File: config.mk
export PLATFORM = sky130hd
export DESIGN_NAME = truth_table_capture_flat
export DESIGN_NICKNAME = d
export VERILOG_FILES = /design/src/rtl/truth_table_capture_if.sv /design/src/rtl/truth_table_capture.sv /design/src/flat_wrapper.sv
export SDC_FILE = /design/constraint.sdc
export NUM_CORES = 1
export LEC_CHECK = 0
export ABC_CLOCK_PERIOD_IN_PS = 2100
export CORE_ASPECT_RATIO = 1.5
export CORE_UTILIZATION = 31
export CTS_CLUSTER_SIZE = 10
export DETAILED_ROUTE_END_ITERATION = 10
export PLACE_DENSITY_LB_ADDON = 0.15
export SLEW_MARGIN = 20
export SYNTH_ARGS = -nofsm -noshare
export SYNTH_HDL_FRONTEND = slang
export SYNTH_SLANG_ARGS = --single-unit
File: constraint.sdc
create_clock -name clk -period 2.1 [get_ports clk]
set_input_delay 0.42 -clock clk [delete_from_list [all_inputs] [get_ports clk]]
set_output_delay 0.42 -clock clk [all_outputs]
set_load 0.01 [all_outputs]
File: src/rtl/truth_table_capture_if.sv
// Harness-side bundle for truth_table_capture.
// master: the harness / DUC side (drives start and duc_out).
// slave : the capture block (drives the DUC inputs and reports the code).
interface truth_table_capture_if #(
  parameter int NUM_INPUTS = 3
);
  localparam int CODE_W = 2**NUM_INPUTS;

  logic                  start;
  logic [NUM_INPUTS-1:0] duc_in;
  logic                  duc_out;
  logic                  busy;
  logic                  done;
  logic [CODE_W-1:0]     code;
  logic [CODE_W-1:0]     glitch_mask;

  modport master (
    output start, duc_out,
    input  duc_in, busy, done, code, glitch_mask
  );

  modport slave (
    input  start, duc_out,
    output duc_in, busy, done, code, glitch_mask
  );
endinterface

File: src/rtl/truth_table_capture.sv
// truth_table_capture: sweeps an N-input combinational DUC through every input
// combination, holds each one for SETTLE_CYCLES, then samples duc_out into a
// hex truth-table code. Combination 0 lands in the MSB, so a 0xEC gate reads
// back as code = 8'hEC.
// Optional build macro TT_GLITCH_CHECK_EN: adds a shadow sample taken on the
// last settle cycle and flags combinations whose output moved between that
// cycle and the sample cycle in glitch_mask. Without it glitch_mask is 0.
module truth_table_capture #(
  parameter  int NUM_INPUTS    = 3,
  parameter  int SETTLE_CYCLES = 4,
  localparam int CODE_W        = 2**NUM_INPUTS
) (
  input  logic                    clk,
  input  logic                    rst,
  truth_table_capture_if.slave    bus
);

  // idx carries one guard bit above the combination width so the terminal
  // value CODE_W-1 is compared directly and never wraps.
  localparam int IDX_W = NUM_INPUTS + 1;
  localparam int CNT_W = (SETTLE_CYCLES > 2) ? $clog2(SETTLE_CYCLES) : 1;

  localparam logic [IDX_W-1:0] IDX_LAST = IDX_W'(CODE_W - 1);
  localparam logic [CNT_W-1:0] CNT_LAST = CNT_W'(SETTLE_CYCLES - 1);

  typedef enum logic [1:0] {IDLE, SETTLE, SAMPLE, DONE} state_t;

  state_t            state, state_nxt;
  logic [IDX_W-1:0]  idx, idx_nxt;
  logic [CNT_W-1:0]  cnt, cnt_nxt;
  logic [CODE_W-1:0] code_q, code_nxt;
  logic [CODE_W-1:0] sel;

`ifdef TT_GLITCH_CHECK_EN
  logic              shadow, shadow_nxt;
  logic [CODE_W-1:0] gmask, gmask_nxt;
`endif

  // State and datapath registers; synchronous reset wins over everything.
  always_ff @(posedge clk) begin
    if (rst) begin
      state  <= IDLE;
      idx    <= '0;
      cnt    <= '0;
      code_q <= '0;
`ifdef TT_GLITCH_CHECK_EN
      shadow <= 1'b0;
      gmask  <= '0;
`endif
    end else begin
      state  <= state_nxt;
      idx    <= idx_nxt;
      cnt    <= cnt_nxt;
      code_q <= code_nxt;
`ifdef TT_GLITCH_CHECK_EN
      shadow <= shadow_nxt;
      gmask  <= gmask_nxt;
`endif
    end
  end

  // Next-state and datapath update; sel is the one-hot code bit for idx.
  always_comb begin
    state_nxt = state;
    idx_nxt   = idx;
    cnt_nxt   = cnt;
    code_nxt  = code_q;
`ifdef TT_GLITCH_CHECK_EN
    shadow_nxt = shadow;
    gmask_nxt  = gmask;
`endif
    sel = CODE_W'(1) << (IDX_LAST - idx);

    case (state)
      IDLE: begin
        if (bus.start) begin
          idx_nxt   = '0;
          cnt_nxt   = '0;
          code_nxt  = '0;
`ifdef TT_GLITCH_CHECK_EN
          gmask_nxt = '0;
`endif
          state_nxt = SETTLE;
        end
      end
      SETTLE: begin
        cnt_nxt = cnt + 1'b1;
        if (cnt == CNT_LAST) begin
`ifdef TT_GLITCH_CHECK_EN
          shadow_nxt = bus.duc_out;
`endif
          state_nxt = SAMPLE;
        end
      end
      SAMPLE: begin
        code_nxt = bus.duc_out ? (code_q | sel) : (code_q & ~sel);
`ifdef TT_GLITCH_CHECK_EN
        if (bus.duc_out != shadow) gmask_nxt = gmask | sel;
`endif
        if (idx == IDX_LAST) begin
          state_nxt = DONE;
        end else begin
          idx_nxt   = idx + 1'b1;
          cnt_nxt   = '0;
          state_nxt = SETTLE;
        end
      end
      DONE: begin
        // start here is deliberately dropped; a new sweep needs IDLE.
        state_nxt = IDLE;
      end
      default: state_nxt = IDLE;
    endcase
  end

  // Moore outputs; duc_in is only non-zero while a combination is applied.
  always_comb begin
    bus.busy   = (state == SETTLE) || (state == SAMPLE);
    bus.done   = (state == DONE);
    bus.duc_in = bus.busy ? idx[NUM_INPUTS-1:0] : '0;
    bus.code   = code_q;
`ifdef TT_GLITCH_CHECK_EN
    bus.glitch_mask = gmask;
`else
    bus.glitch_mask = '0;
`endif
  end

endmodule

File: src/flat_wrapper.sv
// flat-port wrapper written by rule: the top's interface ports become plain ports
module truth_table_capture_flat 
#(
  parameter  int NUM_INPUTS    = 3,
  parameter  int SETTLE_CYCLES = 4,
  localparam int CODE_W        = 2**NUM_INPUTS
)
  (clk, rst, bus_start, bus_duc_out, bus_duc_in, bus_busy, bus_done, bus_code, bus_glitch_mask);
  truth_table_capture_if #(.NUM_INPUTS(NUM_INPUTS)) bus_i ();
  input  logic clk;
  input  logic rst;
  input wire logic [$bits(bus_i.start)-1:0] bus_start;
  input wire logic [$bits(bus_i.duc_out)-1:0] bus_duc_out;
  output wire logic [$bits(bus_i.duc_in)-1:0] bus_duc_in;
  output wire logic [$bits(bus_i.busy)-1:0] bus_busy;
  output wire logic [$bits(bus_i.done)-1:0] bus_done;
  output wire logic [$bits(bus_i.code)-1:0] bus_code;
  output wire logic [$bits(bus_i.glitch_mask)-1:0] bus_glitch_mask;
  assign bus_i.start = bus_start;
  assign bus_i.duc_out = bus_duc_out;
  assign bus_duc_in = bus_i.duc_in;
  assign bus_busy = bus_i.busy;
  assign bus_done = bus_i.done;
  assign bus_code = bus_i.code;
  assign bus_glitch_mask = bus_i.glitch_mask;
  truth_table_capture #(.NUM_INPUTS(NUM_INPUTS), .SETTLE_CYCLES(SETTLE_CYCLES)) u_core (.clk(clk), .rst(rst), .bus(bus_i));
endmodule
# After elaboration in Yosys (flattened, before gate mapping)
# Index checks and enable logic that the tools add are counted.
[classes]
n_bitwise = 3
eq_ne = 8
shifts = 1
n_addsub = 3
reduce_logical = 8
n_mux = 14
[ops]
columns = ["cell", "count"]
rows = [
  ["2-to-1 mux 8 bit", 2],
  ["case mux 8 bit (2 select lines)", 1],
  ["2-to-1 mux 2 bit", 5],
  ["bitwise AND 8 bit", 1],
  ["2-to-1 mux 4 bit", 2],
  ["inverter 8 bit", 1],
  ["bitwise OR 8 bit", 1],
  ["case mux 2 bit (4 select lines)", 1],
  ["case mux 4 bit (2 select lines)", 1],
  ["left shift 1 x 4 -> 8 bit (first input constant)", 1],
  ["equality test 2 bit (second input constant)", 3],
  ["case mux 2 bit (3 select lines)", 1],
  ["AND reduction 3 bit", 2],
  ["adder 4 x 1 -> 4 bit (second input constant)", 1],
  ["equality test 4 x 3 -> 1 bit (second input constant)", 1],
  ["inequality test 2 bit (second input constant)", 2],
  ["AND reduction 2 bit", 2],
  ["subtractor 3 x 4 -> 4 bit (first input constant)", 1],
  ["2-to-1 mux 3 bit", 1],
  ["nonzero test 3 bit", 1],
  ["adder 2 x 1 -> 2 bit (second input constant)", 1],
  ["equality test 2 x 1 -> 1 bit (second input constant)", 1],
  ["zero test 2 bit", 1],
  ["inequality test 2 x 1 -> 1 bit (second input constant)", 1],
  ["2 further kinds", 2],
]
[totals]
output_inout_bits = 21
inputBits = 4
regBits = 16

# Longest topological paths before layout
# Gate-level depths: netlist of run 1.
[depth]
depth_word = 6
depth_mapped = 7

# Worst setup path after synthesis of run 1
# Ideal clock, no wire load.
[synth_timing]
path_kind = "reg2reg"
from = "register u_core.state[0]"
to = "register u_core.cnt[0]"
stages_incl_launch_ff = 7
slack_ps = 640
setup_ps = 128
synth_period_minus_slack_ps = 1460
t_arrival_ps = 1332
path_cell_list = "dfxtp_1 -> inv_1 -> ha_1 -> nor2b_1 -> a311oi_2 -> mux2i_1 -> nor2_1"
[synth_between]
elab_chain_cells = 3
elab_cells_between_ends = 8
classes_between = "4 x eq/ne; 1 x mux; 3 x reduce/logical"
[synth_lines]
columns = ["element", "line", "rtl"]
rows = [
  ["start: declaration", "truth_table_capture.sv:28", "state_t state, state_nxt;"],
  ["start signal: assignment", "truth_table_capture.sv:51", "state <= state_nxt;"],
  ["equality test 2 bit (tied with other cells)", "truth_table_capture.sv:74", "case (state)"],
  ["inequality test 2 bit (no source line) or nonzero test 3 bit (tied branches)", "--", ""],
  ["AND reduction 3 bit (no source line)", "--", ""],
  ["end signal: assignment", "truth_table_capture.sv:53", "cnt <= cnt_nxt;"],
  ["end: declaration", "truth_table_capture.sv:30", "logic [CNT_W-1:0] cnt, cnt_nxt;"],
]
# Several ways; a longest one is shown, not always the timed one.
# A chain may end at the register's enable or synchronous reset.

# Worst setup path after layout of run 1
[layout_timing]
from = "register u_core.state[0]"
to = "output port bus_busy"
[layout_between]
elab_chain_cells = 2
elab_cells_between_ends = 3
classes_between = "2 x eq/ne; 1 x reduce/logical"
[layout_lines]
columns = ["element", "line", "rtl"]
rows = [
  ["equality test 2 x 1 -> 1 bit or equality test 2 bit (tied branches)", "truth_table_capture.sv:118", "bus.busy = (state == SETTLE) || (state == SAMPLE);"],
  ["logical OR 1 bit (*)", "truth_table_capture.sv:118", ""],
  ["end: declaration", "flat_wrapper.sv:15", "output wire logic [$bits(bus_i.busy)-1:0] bus_busy;"],
]
# Mark *: on every way between the ends. The rest lies on a longest branch, timed or not.

==> results.tsv, run 1 <==
stage	metric	value	unit
critical_path	crit_arrival	1.55	ns
sta	slew_viol_final	0	
grt	gr-usage-met1	0.169	
grt	grt.overflow.total	0	
critical_path	cp_cell_sequence	inv_1, ha_1, clkdlybuf4s50_1	
placed_design	port_buffers	16	
placed_design	place_congestion	0.786	
power	sw_frac_of_total	0.349	
clocking	post_cts_buffers	0	
placed_design	placed_cells	170	
worst_hold_path	hp-class	flop to flop	
synth	synth_area_leaders	dfxtp_1, ha_1, a21oi_1	
clocking	clockBufferDepth	2	
synth	synth_top_cell_area_share	0.325	
final_layout	nets	151	
floorplanning	fp.dieH	71.0	um
synth	yosysMostFrequentCell	dfxtp_1	
floorplanning	row_count	24	
synth	syn_avg_cell_area	8.27	um^2
sta	maxSlewHeadroom	0.604	
status	status	finished, final reports clean	
synth	ys_warn_count	0	
clocking	clk_latency	0.25	ns
power	clkPwrFrac	0.274	
detailed_routing	drtIter0Drc	22	
power	seqPwrFrac	0.354	
sta	fin_skew	0.00361	ns
grt	antenna_found_initial	0	
grt	track_usage	0.146	
final_layout	drive_gt1_frac	0.0815	
grt	grt_pass1_vias	809	
synth	synth.distinct_cells	27	
detailed_routing	wl_per_cell	12.4	um
clocking	cts.sinks	16	
synth	ys_ff_latch	16	
floorplanning	start_util	0.331	
synth	synth_top_cells_by_count	dfxtp_1, a21oi_1, o21ai_0	
final_layout	instances_no_fill	174	
critical_path	end_kind	output port	
sta	finalCritPeriodShare	0.940	
synth	synth.cell_area	985	um^2
floorplanning	dieWidth	48.0	um
final_layout	regArea	323	um^2
detailed_routing	dr.pass1.iters	4	
final_layout	syn_to_final_growth	23.4	%
power	internal_power	0.663	mW
critical_path	criticalPathCategory	flop to output port	
critical_path	crit_fanout	5	
power	combinationalPowerShare	0.372	
floorplanning	design.core.area	0.00297	mm^2
final_layout	multi_input_area	583	um^2
power	peakVddDrop	0.560	mV
sta	rsz0062_at_grt	false	
power	p_switching	0.355	mW
detailed_routing	vias	834	
synth	ys_seq_area_frac	0.325	
detailed_routing	wl	2.15	mm
grt	use_met3	0.0306	
power	p_leak	0.495	nW
job	maxCapViolCount	0	
clocking	cts_tree	built	
final_layout	fillCellCount	312	
sta	hold_viol	0	
detailed_routing	drc_errors	0	
sta	tightest_slew	0.592	ns
critical_path	crit_path_top_delay_cell	clkdlybuf4s50_1	
sta	finalCriticalPeriod	1.97	ns
placed_design	dp_hpwl	1.60	mm
sta	fin_tns_setup	0	ns
clocking	hold_buffers	0	
critical_path	critPathRequiredTime	1.68	ns
synth	synth_area_leader_cell	dfxtp_1	
grt	grt_pass1_wl	3.62	mm
clocking	htree_levels	1	
grt	top_usage_layer	met2	
final_layout	antenna_cells	0	
critical_path	crit_path_start_kind	flop	
synth	synth_enable_flop_cells	0	
power	powerDensity	838	mW/mm^2
floorplanning	die-area	0.00341	mm^2
floorplanning	ios	25	
synth	synthArstFlopShare	0	
sta	setup_violations	0	
critical_path	critPathMaxStageDelay	0.55	ns
detailed_routing	antenna_left	0	
clocking	clock_tree.root_cell	clkbuf_8	
synth	synth_ff_type	dfxtp_1	
sta	fmax	507	MHz
synth	synthCells	119	
clocking	cts_buffers	3	
grt	grt_max_degree	17	
grt	met2_usage	0.246	
clocking	path_clk_slew	0.07	ns
detailed_routing	vias_per_cell	4.79	
[metal layers]
layer / share of wire / routed length (um)
met1: 0.42 / 908
met2: 0.54 / 1160
met3: 0.023 / 50
met4: 0.019 / 40
met5: 0 / 0
[worst max-delay path, delay by kind of cell (launching register included)]
family / cells / cell delay (ns)
buf+inv: 2 / 0.62
flops: 1 / 0.36
fa+ha+maj: 1 / 0.32
[metrics by stage]
stage	setup slack (ns)	util	hold WS (ns)	power [mW]	area [um^2]
after floorplan	0.640	-	0.450	0.634	1010
after global placement	0.247	0.388	0.461	0.745	1150
after detailed placement	0.218	0.388	0.467	0.747	1150
after CTS	0.00684	0.407	0.474	1.03	1210
after global routing	0.0512	0.409	0.503	1.09	1210
final	0.127	0.409	0.471	1.02	1210
[sequential cells by signal, indices dropped and copies added (netlist names)]
name	flops
u_core.idx	4
u_core.cnt	2
u_core.bus.code	8
u_core.state	2
[cells in the final DEF, fill, tap and decap left out]
cell	Yosys	final
and3_1	1	1
clkdlybuf4s50_1	0	13
inv_1	7	7
ha_1	11	11
and2_1	3	3
clkbuf_8	0	4
dfxtp_1	16	14
dfxtp_2	0	2
a21boi_0	8	8
nand3_1	12	12
nand2b_1	2	2
mux2i_1	1	1
o2111ai_1	1	1
or3_1	1	1
dlygate4sd2_1	0	1
nor2_1	5	5
nand2_1	1	1
conb_1	1	8
o21ai_0	14	14
o21a_1	1	1
a311oi_2	1	1
buf_4	8	2
a211oi_1	1	1
and3_4	2	2
dlymetal6s2s_1	0	2
nor2b_1	2	2
nor3_1	1	1
a21oi_1	14	14
[path summary, 6_finish.rpt]
path / endpoint / slack [ns] / depth (start not counted) / from
max: bus_busy / 0.13 / 3 / u_core.state[0]
min: u_core.bus.code[1] / 0.47 / 2 / u_core.bus.code[1]
max reg2reg: u_core.bus.code[7] / 0.53 / 6 / u_core.state[0]
min reg2reg: u_core.bus.code[1] / 0.47 / 2 / u_core.bus.code[1]
[power groups by stage]
stage / clock (mW) / sequential, mW / combinational [mW]
final: 0.279 / 0.360 / 0.379
after global routing: 0.295 / 0.366 / 0.432
after CTS: 0.281 / 0.361 / 0.385
after detailed placement: 0 / 0.365 / 0.383
after global placement: 0 / 0.363 / 0.382
after floorplan: 0 / 0.358 / 0.276
[layout make-up]
type                       count  share of cell area
multi-input combinational     90               0.480
timing repair buffer          18               0.147
inverter                       7              0.0216
sequential                    16               0.266
tap                           39              0.0402
clock buffer                   4              0.0453
[logic make-up (layout without fill, tap and decap cells)]
| group | Yosys count | in the layout | share of synthesized area |
|---|---|---|---|
| compound gates | 40 | 40 | 0.243 |
| fa+ha+maj | 11 | 11 | 0.140 |
| buf+inv | 20 | 29 | 0.109 |
| flops | 16 | 16 | 0.325 |
| mux | 1 | 1 | 0.0102 |
| other cells | 1 | 8 | 0.00381 |
| simple gates | 30 | 30 | 0.169 |
[timing repair]
action,4_1_cts,5_1_grt
pin swaps,0,0
setup endpoints to repair,3,2
resized for setup,3,2
Note: power is estimated with default switching activity, not from simulation.
==> run 2, diff against run 1 <==
Settings changed: ABC_CLOCK_PERIOD_IN_PS 2100 to 2170.
Clock period 2.1 ns to 2.17 ns, I/O delays scaled along.
==> run 2 against run 1 <==
Compared with the run above:
- clock power decreased by 20%
- clock skew decreased by 0.0030 ns
- power decreased by 6.7%
- global-route usage increased by 0.12 points
- largest cell class unchanged
- via count increased by 0.84%
- design area decreased by 0.82%
- sequential cell count unchanged
- critical path depth increased by 1
- sequential power decreased by 3%
- critical endpoint is now bus_duc_in[1]
==> results.tsv, run 2 (synthesis results as in run 1) <==
stage	metric	value	unit	change
power	clkPwrFrac	0.234		was 0.274
sta	maxSlewHeadroom	0.605		was 0.604
sta	rsz0062_at_grt	false		unchanged
worst_hold_path	hp-class	flop to flop		unchanged
critical_path	reg2regPathDepth	6		unchanged
final_layout	nets	152		was 151
sta	finalCriticalPeriod	2.10	ns	
sta	fmax	477	MHz	
sta	hold_viol	0		unchanged
detailed_routing	drc_errors	0		unchanged
clocking	clk_latency	0.25	ns	about the same
placed_design	dp_hpwl	1.62	mm	was 1.60 mm
final_layout	fillCellCount	333		was 312
sta	setup_violations	0		unchanged
clocking	htree_levels	1		unchanged
detailed_routing	wl	2.12	mm	was 2.15 mm
floorplanning	die-area	0.00341	mm^2	unchanged
final_layout	syn_to_final_growth	22.4	%	was 23.4%
clocking	path_clk_slew	0.06	ns	was 0.07 ns
power	seqPwrFrac	0.368		was 0.354
sta	fin_tns_setup	0	ns	unchanged
critical_path	end_kind	output port		unchanged
detailed_routing	vias	841		was 834
power	internal_power	0.612	mW	was 0.663 mW
power	sw_frac_of_total	0.356		was 0.349
placed_design	place_congestion	0.761		was 0.786
floorplanning	dieWidth	48.0	um	unchanged
grt	grt_max_degree	17		unchanged
clocking	clockBufferDepth	2		unchanged
final_layout	final_common_cell	clkdlybuf4s50_1		
power	total_power	0.951	mW	was 1.02 mW
critical_path	crit_arrival	1.66	ns	was 1.55 ns
grt	track_usage	0.147		was 0.146
clocking	cts_buffers	3		unchanged
sta	tightest_slew	0.591	ns	was 0.592 ns
grt	grt_pass1_vias	846		was 809
floorplanning	fp.dieH	71.0	um	unchanged
status	status	finished, final reports clean		unchanged
final_layout	multi_input_area	583	um^2	unchanged
critical_path	critPathRequiredTime	1.74	ns	was 1.68 ns
sta	finalCritPeriodShare	0.966		
critical_path	crit_fanout	5		unchanged
final_layout	regArea	323	um^2	unchanged
floorplanning	ios	25		unchanged
grt	grt_pass1_wl	3.71	mm	was 3.62 mm
detailed_routing	vias_per_cell	4.83		was 4.79
power	p_switching	0.339	mW	was 0.355 mW
detailed_routing	dr.pass1.iters	4		unchanged
final_layout	largest_reg_flops	8		unchanged
power	combinationalPowerShare	0.398		was 0.372
grt	antenna_found_initial	0		unchanged
detailed_routing	antenna_left	0		unchanged
final_layout	antenna_cells	0		unchanged
grt	grt.overflow.total	0		unchanged
clocking	post_cts_buffers	0		unchanged
placed_design	port_buffers	16		unchanged
floorplanning	design.core.area	0.00297	mm^2	unchanged
clocking	cts_tree	built		unchanged
clocking	cts.sinks	16		unchanged
power	powerDensity	789	mW/mm^2	was 838 mW/mm^2
power	peakVddDrop	0.455	mV	was 0.560 mV
floorplanning	start_util	0.331		unchanged
final_layout	layout_common_cells	clkdlybuf4s50_1, o21ai_0, a21oi_1, dfxtp_1, nand3_1		was o21ai_0, a21oi_1, dfxtp_1
clocking	clock_tree.root_cell	clkbuf_8		unchanged
clocking	cts_resized	1		was 3
sta	fin_skew	0.000634	ns	was 0.00361 ns
detailed_routing	wl_per_cell	12.2	um	was 12.4 um
worst_hold_path	hold_depth	2		unchanged
critical_path	criticalPathCategory	flop to output port		unchanged
clocking	hold_buffers	0		unchanged
power	p_leak	0.450	nW	was 0.495 nW
job	maxCapViolCount	0		unchanged
critical_path	crit_path_start_kind	flop		unchanged
sta	slew_viol_final	0		unchanged
placed_design	dp_slack	0.264	ns	was 0.218 ns
sta	fin_ws	0.0741	ns	was 0.127 ns
final_layout	drive_gt1_frac	0.0815		unchanged
detailed_routing	drtIter0Drc	25		was 22
floorplanning	row_count	24		unchanged
==> run 2: cell types whose count changed in the layout (fill, tap and decap cells not counted) <==
| cell | previous run | this run |
|---|---|---|
| buf_4 | 2 | 3 |
| dlygate4sd2_1 | 1 | 0 |
| clkdlybuf4s50_1 | 13 | 16 |
| clkbuf_8 | 4 | 3 |
| dlymetal6s2s_1 | 2 | 0 |
==> run 2: power groups by stage <==
stage               clock network (mW)  registers [mW]  logic [mW]
CTS                              0.233           0.349       0.389
floorplan                            0           0.347       0.267
global route                     0.243           0.354       0.431
detailed placement                   0           0.354       0.386
global placement                     0           0.350       0.384
finish                           0.222           0.350       0.379
==> run 2: through the flow <==
stage / hold slack [ns] / area (um^2) / util / cells
3_3_place_gp: 0.461 / 1160 / 0.391 / 171
3_5_place_dp: 0.465 / 1160 / 0.391 / 171
4_1_cts: 0.474 / 1200 / 0.405 / 174
6_report: 0.470 / 1200 / 0.405 / 174
2_1_floorplan: 0.450 / 1010 / - / 126
5_1_grt: 0.490 / 1200 / 0.405 / 174
==> run 2: cell type report <==
type / instances / share of cell area
multi-input cells: 90 / 0.484
inverters: 7 / 0.0218
repair buffers: 19 / 0.152
well taps: 39 / 0.0405
flip-flops and latches: 16 / 0.268
clock buffers: 3 / 0.0343
==> run 2: path summary, 6_finish.rpt <==
| kind | startpoint | to | slack [ns] |
|---|---|---|---|
| max | u_core.state[0] | bus_duc_in[1] | 0.07 |
| min | u_core.bus.code[6] | u_core.bus.code[6] | 0.47 |
| max reg2reg | u_core.state[0] | u_core.bus.code[4] | 0.62 |
| min reg2reg | u_core.bus.code[6] | u_core.bus.code[6] | 0.47 |
==> run 2: worst max-delay path, cell delays in order (launching register included) <==
cell and delay, ns:
dfxtp_2 0.36, inv_1 0.07, ha_1 0.32, and2_1 0.13
clkdlybuf4s50_1 0.54
==> run 2: routing by layer <==
metal / vias to the layer above / GRT usage / wire length (um)
li1: 433 / - / -
met1: 390 / 0.170 / 826
met2: 14 / 0.260 / 1220
met3: 4 / 0.0153 / 47
met4: 0 / 0.0556 / 27
met5: - / 0 / 0
